$ cat config.mk
export PLATFORM = sky130hd
export DESIGN_NAME = button_conditioner
export DESIGN_NICKNAME = d
export VERILOG_FILES = /design/src/rtl/button_conditioner.sv
export SDC_FILE = /design/constraint.sdc
export NUM_CORES = 1
export LEC_CHECK = 0
export CORE_ASPECT_RATIO = 1.2
export CORE_MARGIN = 2
export CORE_UTILIZATION = 45
export DETAILED_ROUTE_END_ITERATION = 12
export PLACE_DENSITY = 0.63
export RECOVER_POWER = 50
export REMOVE_ABC_BUFFERS = 1
export SYNTH_ARGS = -nofsm -noshare
export SYNTH_HDL_FRONTEND = slang
export SYNTH_SLANG_ARGS = --single-unit
$ cat constraint.sdc
create_clock -name clock -period 1.5 [get_ports clock]
set_input_delay 0.3 -clock clock [delete_from_list [all_inputs] [get_ports clock]]
set_output_delay 0.3 -clock clock [all_outputs]
set_load 0.005 [all_outputs]
$ cat src/rtl/button_conditioner.sv
// Pushbutton input conditioner: 2-flop synchronizer, per-channel debounce
// down to a stable level, and sticky press-event flags that the CPU clears
// by acknowledging a read in event view.
module button_conditioner #(
    parameter int unsigned DEBOUNCE_COUNT = 50_000,
    parameter int unsigned CNT_W          = 16
) (
    input  logic       clock,
    input  logic       reset,
    input  logic [3:0] btn_raw,
    input  logic       sel,
    input  logic       read_ack,
    output logic [3:0] data_out,
    output logic [3:0] btn_level,
    output logic [3:0] btn_event,
    output logic       event_pending
);

    // Terminal count: the stable level flips on the DEBOUNCE_COUNT-th
    // consecutive differing sample, so the counter never passes this value.
    localparam logic [CNT_W-1:0] CNT_LAST = CNT_W'(DEBOUNCE_COUNT - 1);

    logic [3:0]       sync1_q;
    logic [3:0]       sync2_q;
    logic [3:0]       level_q;
    logic [3:0]       level_d;
    logic [3:0]       event_q;
    logic [3:0]       event_d;
    logic [3:0]       rise;
    logic [CNT_W-1:0] cnt_q [4];
    logic [CNT_W-1:0] cnt_d [4];

    // Per-channel debounce: count consecutive disagreements, flip on terminal count.
    always_comb begin
        level_d = level_q;
        for (int i = 0; i < 4; i++) begin
            cnt_d[i] = cnt_q[i];
            if (sync2_q[i] == level_q[i]) begin
                cnt_d[i] = '0;
            end else if (cnt_q[i] == CNT_LAST) begin
                level_d[i] = sync2_q[i];
                cnt_d[i]   = '0;
            end else begin
                cnt_d[i] = cnt_q[i] + CNT_W'(1);
            end
        end
    end

    // Event flags: a rising stable level sets its flag and wins over an ack clear.
    always_comb begin
        rise    = level_d & ~level_q;
        event_d = event_q;
        if (read_ack && sel) begin
            event_d = 4'b0000;
        end
        event_d = event_d | rise;
    end

    // State registers with synchronous reset; reset discards any partial count.
    always_ff @(posedge clock) begin
        if (reset) begin
            sync1_q <= 4'b0000;
            sync2_q <= 4'b0000;
            level_q <= 4'b0000;
            event_q <= 4'b0000;
            for (int i = 0; i < 4; i++) begin
                cnt_q[i] <= '0;
            end
        end else begin
            sync1_q <= btn_raw;
            sync2_q <= sync1_q;
            level_q <= level_d;
            event_q <= event_d;
            for (int i = 0; i < 4; i++) begin
                cnt_q[i] <= cnt_d[i];
            end
        end
    end

    // The CPU samples data_out through its tristate in the same cycle, so no register here.
    assign data_out      = sel ? event_q : level_q;
    assign btn_level     = level_q;
    assign btn_event     = event_q;
    assign event_pending = |event_q;

endmodule
Yosys cells after proc, flatten, opt, wreduce, memory -nomap -nowiden
Memories as Yosys holds them, arrays and structs flattened.
Index checks and enable logic that the tools add are counted.
W data, S select, Z words.
- reductions and logical operators: 2
- add/subtract/negate cells: 4
- equality and inequality tests: 8
- bitwise logic cells: 7
- multiplexer cells: 25
- operators by type and width (cell ; number):
    $mux W16 ; 12
    $add A16 B1 Y16 const B ; 4
    $eq A16 B16 Y1 const B ; 4
    $mux W1 ; 11
    $mux W4 ; 2
    $and A4 B4 Y4 ; 1
    $eq A1 B1 Y1 ; 4
    $not A4 Y4 ; 1
    $or A1 B1 Y1 ; 4
    $or A4 B4 Y4 ; 1
    $reduce_or A4 Y1 ; 1
    $logic_and A1 B1 Y1 ; 1
- memory bits (writable): 64
- output and inout port bits: 13
- word-level logic and storage cells: 51
- memories kept: 1
- register bits after elaboration: 16
- input bits: 8
- memory list (memory ; depth ; width ; read ports ; clocked after Yosys merged registers in ; wr ports ; RTL line ; text):
    cnt_q ; 4 ; 16 ; 4 ; 0 ; 4 ; 30 ; logic [CNT_W-1:0] cnt_q [4];

Longest topological paths before layout
Gate-level depths: netlist (run 1).
- depth in word-level cells: 5
- mapped depth: 6
- mapped depth without buffers: 5

Worst setup path before layout (run 1)
Ideal clock, no wire load.
- kind: register to register
- from: memory cnt_q[2][0]
- to: memory cnt_q[2][14]
- buffers on the path: 1
- library setup time: 0.115 ns
- slack: 0.009 ns
- required time: 1.385 ns
- data arrival time: 1.376 ns
- cell stages (with the launch flop): 7
- clock period less this slack: 1.491 ns
- cells stage by stage: dfxtp_1 ha_1 nand3_1 nand4b_1 nand2_1 buf_4 nor2_1
- RTL lines (what ; RTL line):
    from (decl) ; 30

Worst setup path in the final report (run 1)
- from: register event_q[0] (netlist: btn_event[0])
- to: output event_pending
- longest elaborated chain between the ends: 1
- RTL lines (what ; RTL line ; text):
    from (decl) ; 27 ; logic [3:0] event_q;
    from (signal assigned) ; 73 ; event_q <= event_d;
    $reduce_or A4 Y1 ; 84 ; assign event_pending = |event_q;
    to (decl) ; 16 ; output logic event_pending
No other way between the ends.

==> results of run 1 <==
-- registers in the layout, summed over array words and instances, names as in the netlist --
register and cells:
cnt_q 64, btn_event 4, btn_level 4, sync1_q 4
sync2_q 4
-- power by group --
| group | leakage [nW] | switching (mW) | internal (mW) |
|---|---|---|---|
| Combinational | 0.731 | 0.0409 | 0.0449 |
| Sequential | 0.655 | 0.00744 | 2.13 |
| Clock | 0.0973 | 0.720 | 0.839 |
| Total | 1.48 | 0.769 | 3.02 |
-- how the worst min path moves through the flow --
stage,slack [ns],depth (start not counted),endpoint
2_1_floorplan,0.37,1,sync1_q[0]
3_3_place_gp,0.42,1,sync2_q[2]
3_5_place_dp,0.43,1,sync2_q[2]
4_1_cts,0.45,1,sync2_q[1]
5_1_grt,0.44,1,cnt_q[0][0]
6_report,0.42,1,cnt_q[0][0]
-- layout make-up --
class,count,area [µm²],share of cell area [%]
multi-input combinational,281,1893,43.34
inverter,10,37.54,0.8594
clock inverter,3,42.54,0.9739
timing repair buffer,58,503.0,11.52
sequential,80,1628,37.27
tap,90,112.6,2.578
clock buffer,11,151.4,3.466
-- routing by layer --
layer  track usage [%]  wire, µm  vias up  share of wire [%]
li1                  -         -     1421                  -
met1             21.26      3258     1293                 49
met2             25.93      3025       50                 46
met3             3.734       268        6                4.0
met4             5.801        70        0                1.1
met5                 0         0        -                  0
-- repair_timing --
| item | CTS | global route |
|---|---|---|
| gates resized for setup | 40 | 46 |
| endpoints found under the setup margin | 14 | 68 |
| pin swaps | 1 | 6 |
| gates cloned | 0 | 0 |
| buffers inserted | 1 | 2 |
-- logic make-up (layout without fill, tap and decap cells) --
| group | Yosys count | count (layout) |
|---|---|---|
| and+or+nand+nor | 202 | 202 |
| DFF | 80 | 80 |
| xor gates and xnor gates | 57 | 57 |
| buffers and inverters | 18 | 82 |
| AOI/OAI and AO/OA | 10 | 10 |
| muxes | 8 | 8 |
| adders and majority gates | 4 | 4 |
-- worst register-to-register path: cells and delay by family, from the launching register on --
family / cells / cell delay [ns]
compound gates: 1 / 0.16
flops: 1 / 0.40
simple gates: 2 / 0.87
-- cells in the final DEF, fill, tap and decap left out, types with 3 or more instances in the layout --
cell type and instances:
clkdlybuf4s50_1 6, nor2_1 75, clkbuf_8 11, nand3_1 20, nor2b_1 8, xnor2_1 46
nor4bb_1 3, xor2_1 11, buf_4 32, and3_1 6, nand4_1 17, nor4b_1 3
dlygate4sd2_1 7, nand2_1 23, o21ai_0 4, dfxtp_2 15, buf_6 6, nor4_1 3
nor3_1 17, nor4_4 3, dfxtp_1 63, inv_1 10, nor4_2 8, mux2i_1 4
nor4bb_2 3, a21oi_1 4, ha_2 3
-- stage by stage --
step / area, µm² / cells
final: 4368 / 533
after global routing: 4368 / 533
after CTS: 4154 / 531
after detailed placement: 3958 / 516
after global placement: 3958 / 516
after floorplan: 3357 / 371
==> flow_metrics.tcl, run 1 <==
set metrics [dict create \
    fin_crit_sh_pct 109.2 \
    die_w_um 83.40 \
    cp-start-kind "flip-flop" \
    synthMuxAreaShare_pct 2.499 \
    drc 0 \
    clockBufferDepth 2 \
    cts_hold_buf 0 \
    critPathKind "flip-flop to output port" \
    layout.nets 452 \
    path_cells "or4_4, buf_6" \
    p_per_area_nw_per_um2 866.4 \
    synth_xor_area_share_pct 14.66 \
    syn-cell-area_um2 3405 \
    cp-startpoint "btn_event[0]" \
    rsz0062_at_grt "true" \
    finish.utilization_pct 60.04 \
    ir_drop_v 0.0005674 \
    worst_pin_slew_ns 0.3180 \
    ys_seq_area_share_pct 47.04 \
    critPathBufInv 1 \
    antennaDiodeCount 0 \
    drt_wl_total_um 6622 \
    yosysTopAreaCell "dfxtp_1" \
    ant_nets 0 \
    die_area_um2 8280 \
    grt_pass1_vias 2553 \
    regToRegEndpoint "cnt_q[1][15]" \
    synth_cells 379 \
    dp_hpwl_um 4544 \
    path_clk_slew_ns 0.08 \
    fin_ws_ns -0.1383 \
    ios 21 \
    syn_area_per_cell_um2 8.983 \
    r2r_start "cnt_q[1][7]" \
    violations "negative setup slack" \
    synth-seq-cells 80 \
    overflow 0 \
    synth-edff-count 0 \
    reg2reg_depth 3 \
    synthTopCellsByCount "80 x dfxtp_1, 75 x nor2_1, 46 x xnor2_1" \
    cp.required_ns 1.20 \
    die_y_um 99.28 \
    synth_fa_ha_area_share_pct 1.470 \
    path_max_fanout 2 \
    portBuffers 20 \
    cpPeakStageDelay_ns 0.55 \
    r2r_slack_ns 0.01 \
    rows 34 \
    tns_ns -0.1383 \
    htreeDepth 3 \
    fmax_mhz 610.4 \
    power.leakage_nw 1.483 \
    cts.sinks 80 \
    cp_top_family "simple AND/OR/NAND/NOR gates" \
    grt_pass1_wl_um 11070 \
    dominantRegCellSynth "dfxtp_1" \
    drive_gt1_share_pct 23.25 \
    maxCapViolCount 0 \
    area.growth.synth_to_final_pct 28.30 \
    cp.arrival_ns 1.34 \
    hold_path.startpoint "cnt_q[0][0]" \
    wire_per_inst_um 12.42 \
    avgViaCountPerCell 5.197 \
    synth_compound_area_share_pct 1.654 \
    drtIter0Drc 51 \
    via_count 2770 \
    grt_max_degree 22 \
    gp_congestion 0.7788 \
    cpMaxStageDelayCell "or4_4" \
    status "finished with violations" \
    cp-end-kind "output port" \
    fillCellCount 623 \
    cts_root_buf "clkbuf_8" \
    fin_skew_ns 0.007799 \
    setup_viol 1 \
    post-place-ws_ns -0.5640 \
    hold_ws_ns 0.4221 \
    synth_top_area_share_pct 47.04 \
    dr.pass1.iters 4 \
    synth_top_family_by_area "simple AND/OR/NAND/NOR gates" \
    min_period_ns 1.638 \
    p_total_mw 3.784 \
    synth_area_leaders "dfxtp_1 47%, xnor2_1 12%, nor2_1 8.3%" \
    grt_antenna_before_repair 0 \
    yosysWarnings 0 \
    synth_most_common_cell "dfxtp_1" \
    critPathCapture "event_pending" \
    final_hold_viol_count 0 \
    grt_usage_pct 16.10 \
    worstHoldPathType "flip-flop to flip-flop" \
    cts_made_buffers 9 \
    maxSlewViolCount 0 \
    slew_headroom_pct 78.60 \
    core_um2 7274 \
    cts_tree "built" \
    synth-simple-area-share_pct 30.17 \
    start_util_pct 46.80 \
    synth_cell_types 31 \
    async_flop_share_pct 0 \
    cp.depth 2 \
    clk_latency_ns 0.34 \
]
(Power assumes the default switching activity.)
==> run 2: changes to the inputs <==
--- a/config.mk
+++ b/config.mk
@@ -9,7 +9,8 @@
 export CORE_MARGIN = 2
 export CORE_UTILIZATION = 45
 export DETAILED_ROUTE_END_ITERATION = 12
-export PLACE_DENSITY = 0.63
+export DONT_BUFFER_PORTS = 1
+export PLACE_DENSITY = 0.59
 export RECOVER_POWER = 50
 export REMOVE_ABC_BUFFERS = 1
 export SYNTH_ARGS = -nofsm -noshare
==> run 2 against run 1 <==
  * The run still ends with negative setup slack left
  * Sequential cell count unchanged
  * Final area down 9.3%
  * Critical path depth decreased by 1
  * Non-clock buffer count shrank 35
  * Sequential power is essentially flat
  * Register-to-register slack better by 0.05 ns
  * Power up 0.87%
  * Count of clock-buffer cells in the layout rose by 1
  * Hold slack got worse by 0.40 ns
  * Combinational power fell by 45%
  * Via count is 5.3% lower
  * Clock power increased by 4%
==> flow_metrics.tcl, run 2 (same netlist as run 1, synthesis figures left out) <==
set metrics [dict create \
    drc 0 \
    htreeDepth 3 \
    layout_commonest_cell "nor2_1" \
    fin_crit_sh_pct 100.6 \
    critPathKind "flip-flop to output port" \
    drtIter0Drc 65 \
    cp-start-kind "flip-flop" \
    cp.required_ns 1.20 \
    drt_wl_total_um 6422 \
    avgViaCountPerCell 5.244 \
    regMostFlops "cnt_q" \
    reg2reg_depth 5 \
    critPathBufInv 0 \
    instances_no_fill 500 \
    cts_made_buffers 9 \
    worstHoldPathType "primary input to flip-flop" \
    slew_headroom_pct 72.72 \
    maxSlewViolCount 0 \
    die_w_um 83.40 \
    cpPeakStageDelay_ns 0.55 \
    fin_skew_ns 0.008061 \
    layout.nets 417 \
    final_hold_viol_count 0 \
    cp.arrival_ns 1.21 \
    dr.pass1.iters 4 \
    post_cts_buffers 0 \
    violations "negative setup slack" \
    cts_root_buf "clkbuf_8" \
    min_period_ns 1.509 \
    antennaDiodeCount 0 \
    post-place-ws_ns 0.004204 \
    cp-end-kind "output port" \
    portBuffers 0 \
    grt_pass1_wl_um 10900 \
    fillCellCount 671 \
    cts_hold_buf 0 \
    die_area_um2 8280 \
    path_max_fanout 2 \
    start_util_pct 46.80 \
    largest_reg_flops 64 \
    path_cells "or4_4" \
    grt_max_degree 26 \
    power.leakage_nw 1.227 \
    clk_latency_ns 0.34 \
    holdPathEnd "sync1_q[2]" \
    fin_ws_ns -0.008990 \
    hold_path.startpoint "reset" \
    grt_usage_pct 16.14 \
    p_per_area_nw_per_um2 963.3 \
    cpMaxStageDelayCell "or4_4" \
    worst_pin_slew_ns 0.4093 \
    cp_top_family "simple AND/OR/NAND/NOR gates" \
    layout_common_cells "75 x nor2_1, 73 x dfxtp_1, 46 x xnor2_1" \
    regToRegEndpoint "cnt_q[0][14]" \
    cts.sinks 80 \
    wire_per_inst_um 12.84 \
    path_clk_slew_ns 0.08 \
    drive_gt1_share_pct 16.10 \
    rows 34 \
    grt_pass1_vias 2425 \
    hold_path_depth 1 \
    clockBufferDepth 2 \
    ios 21 \
    gp_congestion 0.8087 \
    r2r_slack_ns 0.06 \
    status "finished with violations" \
    fmax_mhz 662.7 \
    finish.utilization_pct 54.47 \
    dp_hpwl_um 4510 \
    grt_antenna_before_repair 0 \
    hold_ws_ns 0.02237 \
    cts_tree "built" \
    core_um2 7274 \
    area.growth.synth_to_final_pct 16.39 \
    ant_nets 0 \
    r2r_start "cnt_q[0][1]" \
    ir_drop_v 0.0005984 \
    via_count 2622 \
    maxCapViolCount 0 \
    dpl.cell_count 484 \
    die_y_um 99.28 \
    setup_viol 1 \
    overflow 0 \
    rsz0062_at_grt "true" \
]
-- run 2: timing repair --
action                     in CTS  in global routing
setup endpoints to repair       2                 47
gates resized for setup         5                 23
pin swaps                       1                  1
-- run 2: worst max path at each step --
stage | from | endpoint | slack [ns] | cells after the start
final | btn_event[3] | event_pending | -0.009 | 1
after global routing | btn_event[3] | event_pending | -0.04 | 1
after CTS | btn_event[3] | event_pending | -0.02 | 1
after detailed placement | cnt_q[1][0] | cnt_q[1][8] | 0.004 | 6
after global placement | cnt_q[1][0] | cnt_q[1][8] | 0.04 | 6
after floorplan | cnt_q[1][0] | cnt_q[1][10] | -0.01 | 5
-- run 2: cell type report --
class | count | area [µm²] | share of cell area, %
Timing Repair Buffer | 23 | 201.4 | 5.084
Multi-Input combinational cell | 281 | 1793 | 45.25
Tap cell | 90 | 112.6 | 2.842
Clock inverter | 4 | 52.55 | 1.326
Sequential cell | 80 | 1610 | 40.64
Inverter | 10 | 37.54 | 0.9473
Clock buffer | 12 | 155.1 | 3.915
-- run 2: stage by stage --
stage                TNS (ns)  power (mW)  cell area (µm²)
CTS                  -0.01859       3.870             3889
global placement            0       2.239             3667
global route          -0.1691       3.979             3963
finish              -0.008990       3.817             3963
detailed placement          0       2.240             3667
floorplan             -0.2320       2.221             3357
-- run 2: routing by layer --
metal / global-route usage (%) / vias to the layer above / routed length [µm]
met4: 8.575 / 0 / 151
li1: - / 1357 / -
met2: 25.43 / 36 / 2857
met1: 20.66 / 1218 / 3144
met5: 0 / - / 0
met3: 3.734 / 11 / 268
-- run 2: power breakdown --
part           switching (mW)  total [mW]  internal [mW]
Clock                   0.766        1.63          0.861
Sequential            0.00830        2.14           2.14
Combinational          0.0240      0.0468         0.0229
Total                   0.799        3.82           3.02
==> run 3: changes to the inputs <==
--- a/config.mk
+++ b/config.mk
@@ -6,7 +6,6 @@
 export NUM_CORES = 1
 export LEC_CHECK = 0
 export CORE_ASPECT_RATIO = 1.2
-export CORE_MARGIN = 2
 export CORE_UTILIZATION = 45
 export DETAILED_ROUTE_END_ITERATION = 12
 export DONT_BUFFER_PORTS = 1
==> run 3 against run 2 <==
  * The run still ends with negative setup slack left
  * Sequential cell count unchanged
  * Register-to-register slack about the same
  * Clock power down 4%
  * Hold slack worse by 0.0052 ns
  * Final area up 2.1%
  * Setup slack better by 0.0038 ns
  * Critical path depth unchanged
  * Non-clock buffer count up 3
  * Combinational power up 4.3%
  * Wire length up 1.6%
  * Maximum frequency up 0.25%
  * Sequential share of layout area down 0.75 points
  * Critical path type unchanged
==> flow_metrics.tcl, run 3 (same netlist as run 1, synthesis figures left out) <==
set metrics [dict create \
    status "finished with violations" \
    violations "negative setup slack" \
    post-place-ws_ns -0.03373 \
    r2r_start "cnt_q[1][2]" \
    drive_gt1_share_pct 18.40 \
    slew_headroom_pct 73.96 \
    worstHoldPathType "primary input to flip-flop" \
    cts_made_buffers 9 \
    wire_per_inst_um 12.97 \
    htreeDepth 3 \
    layout_common_cells "75 x nor2_1, 72 x dfxtp_1, 46 x xnor2_1" \
    grt_usage_pct 17.80 \
    area.growth.synth_to_final_pct 18.85 \
    via_count 2648 \
    drt_wl_total_um 6526 \
    grt_antenna_before_repair 0 \
    gp_congestion 0.7954 \
    fin_crit_sh_pct 100.3 \
    regMostFlops "cnt_q" \
    regToRegEndpoint "cnt_q[1][15]" \
    ios 21 \
    cp.arrival_ns 1.21 \
    reg2reg_depth 4 \
    start_util_pct 46.80 \
    final_hold_viol_count 0 \
    critPathCapture "event_pending" \
    cts_hold_buf 0 \
    drc 0 \
    cp-end-kind "output port" \
    overflow 0 \
    cts_root_buf "clkbuf_8" \
    setup_viol 1 \
    grt_pass1_vias 2518 \
    ant_nets 0 \
    path_clk_slew_ns 0.08 \
    cp-start-kind "flip-flop" \
    cp.depth 1 \
    power.leakage_nw 1.255 \
    dr.pass1.iters 4 \
    largest_reg_flops 64 \
    path_cells "or4_4" \
    cp.required_ns 1.20 \
    die_y_um 97.28 \
    drtIter0Drc 77 \
    cp_top_family "simple AND/OR/NAND/NOR gates" \
    layout.nets 420 \
    path_max_fanout 4 \
    maxSlewViolCount 0 \
    grt_max_degree 26 \
    finish.utilization_pct 55.62 \
    fin_skew_ns 0.01370 \
    min_period_ns 1.505 \
    fin_ws_ns -0.005168 \
    critPathKind "flip-flop to output port" \
    tns_ns -0.005168 \
    dp_hpwl_um 4542 \
    p_per_area_nw_per_um2 927.4 \
    cp-startpoint "btn_event[2]" \
    cts.sinks 80 \
    r2r_slack_ns 0.07 \
    fmax_mhz 664.4 \
    layout_commonest_cell "nor2_1" \
    portBuffers 0 \
    avgViaCountPerCell 5.264 \
    grt_pass1_wl_um 10960 \
    cts_tree "built" \
    worst_pin_slew_ns 0.3906 \
    rsz0062_at_grt "true" \
    antennaDiodeCount 0 \
    maxCapViolCount 0 \
    die_area_um2 7919 \
    clk_latency_ns 0.35 \
    critPathBufInv 0 \
    clockBufferDepth 2 \
    rows 34 \
    core_um2 7274 \
    cpMaxStageDelayCell "or4_4" \
    ir_drop_v 0.0005755 \
    die_w_um 81.40 \
    hold_ws_ns 0.01721 \
    cpPeakStageDelay_ns 0.52 \
]
## run 3: cell types whose count changed in the layout (fill, tap and decap cells not counted), moves of 2 or more
| cell | delta |
|---|---|
| buf_4 | +3 |
| clkinvlp_4 | -2 |
| nor4_2 | +5 |
| clkinv_2 | +2 |
| nor4_1 | -5 |
## run 3: through the flow
stage,cell area [µm²],instances,power [mW]
after floorplan,3357,371,2.221
after global placement,3695,486,2.241
after detailed placement,3695,486,2.242
after CTS,3910,502,3.811
after global routing,4046,503,3.909
final,4046,503,3.753
## run 3: where the power goes
part           internal, mW  total [mW]  switching, mW  leakage (nW)
Clock                 0.812        1.56          0.749        0.0993
Sequential             2.13        2.14        0.00908         0.650
Combinational        0.0245      0.0488         0.0242         0.505
Total                  2.97        3.75          0.783          1.25
## run 3: worst min path at each step
stage,from,endpoint,depth (start not counted)
global placement,reset,sync2_q[2],1
global route,reset,btn_level[0],1
finish,reset,cnt_q[1][2],1
floorplan,reset,sync1_q[0],1
CTS,reset,sync2_q[0],1
detailed placement,reset,sync2_q[3],1
## run 3: layer usage
layer,GRT usage [%],share of wire (%),up-vias
met5,0,0,-
met4,8.242,1.5,0
met3,4.131,3.5,8
met2,29.17,49,35
met1,21.51,46,1241
li1,-,-,1364
## run 3: layout make-up
cell class | instances | area (µm²)
Fill cell | 651 | 3228
Multi-Input combinational cell | 281 | 1852
Sequential cell | 80 | 1614
Timing Repair Buffer | 26 | 232.7
Clock buffer | 11 | 141.4
Tap cell | 90 | 112.6
Clock inverter | 5 | 56.30
Inverter | 10 | 37.54
## run 3: what timing repair did
action | in CTS | in global routing
setup buffers | 0 | 1
resized for setup | 6 | 26
endpoints found under the setup margin | 18 | 64
hold endpoints to repair | 0 | 0
pin swaps | 1 | 5
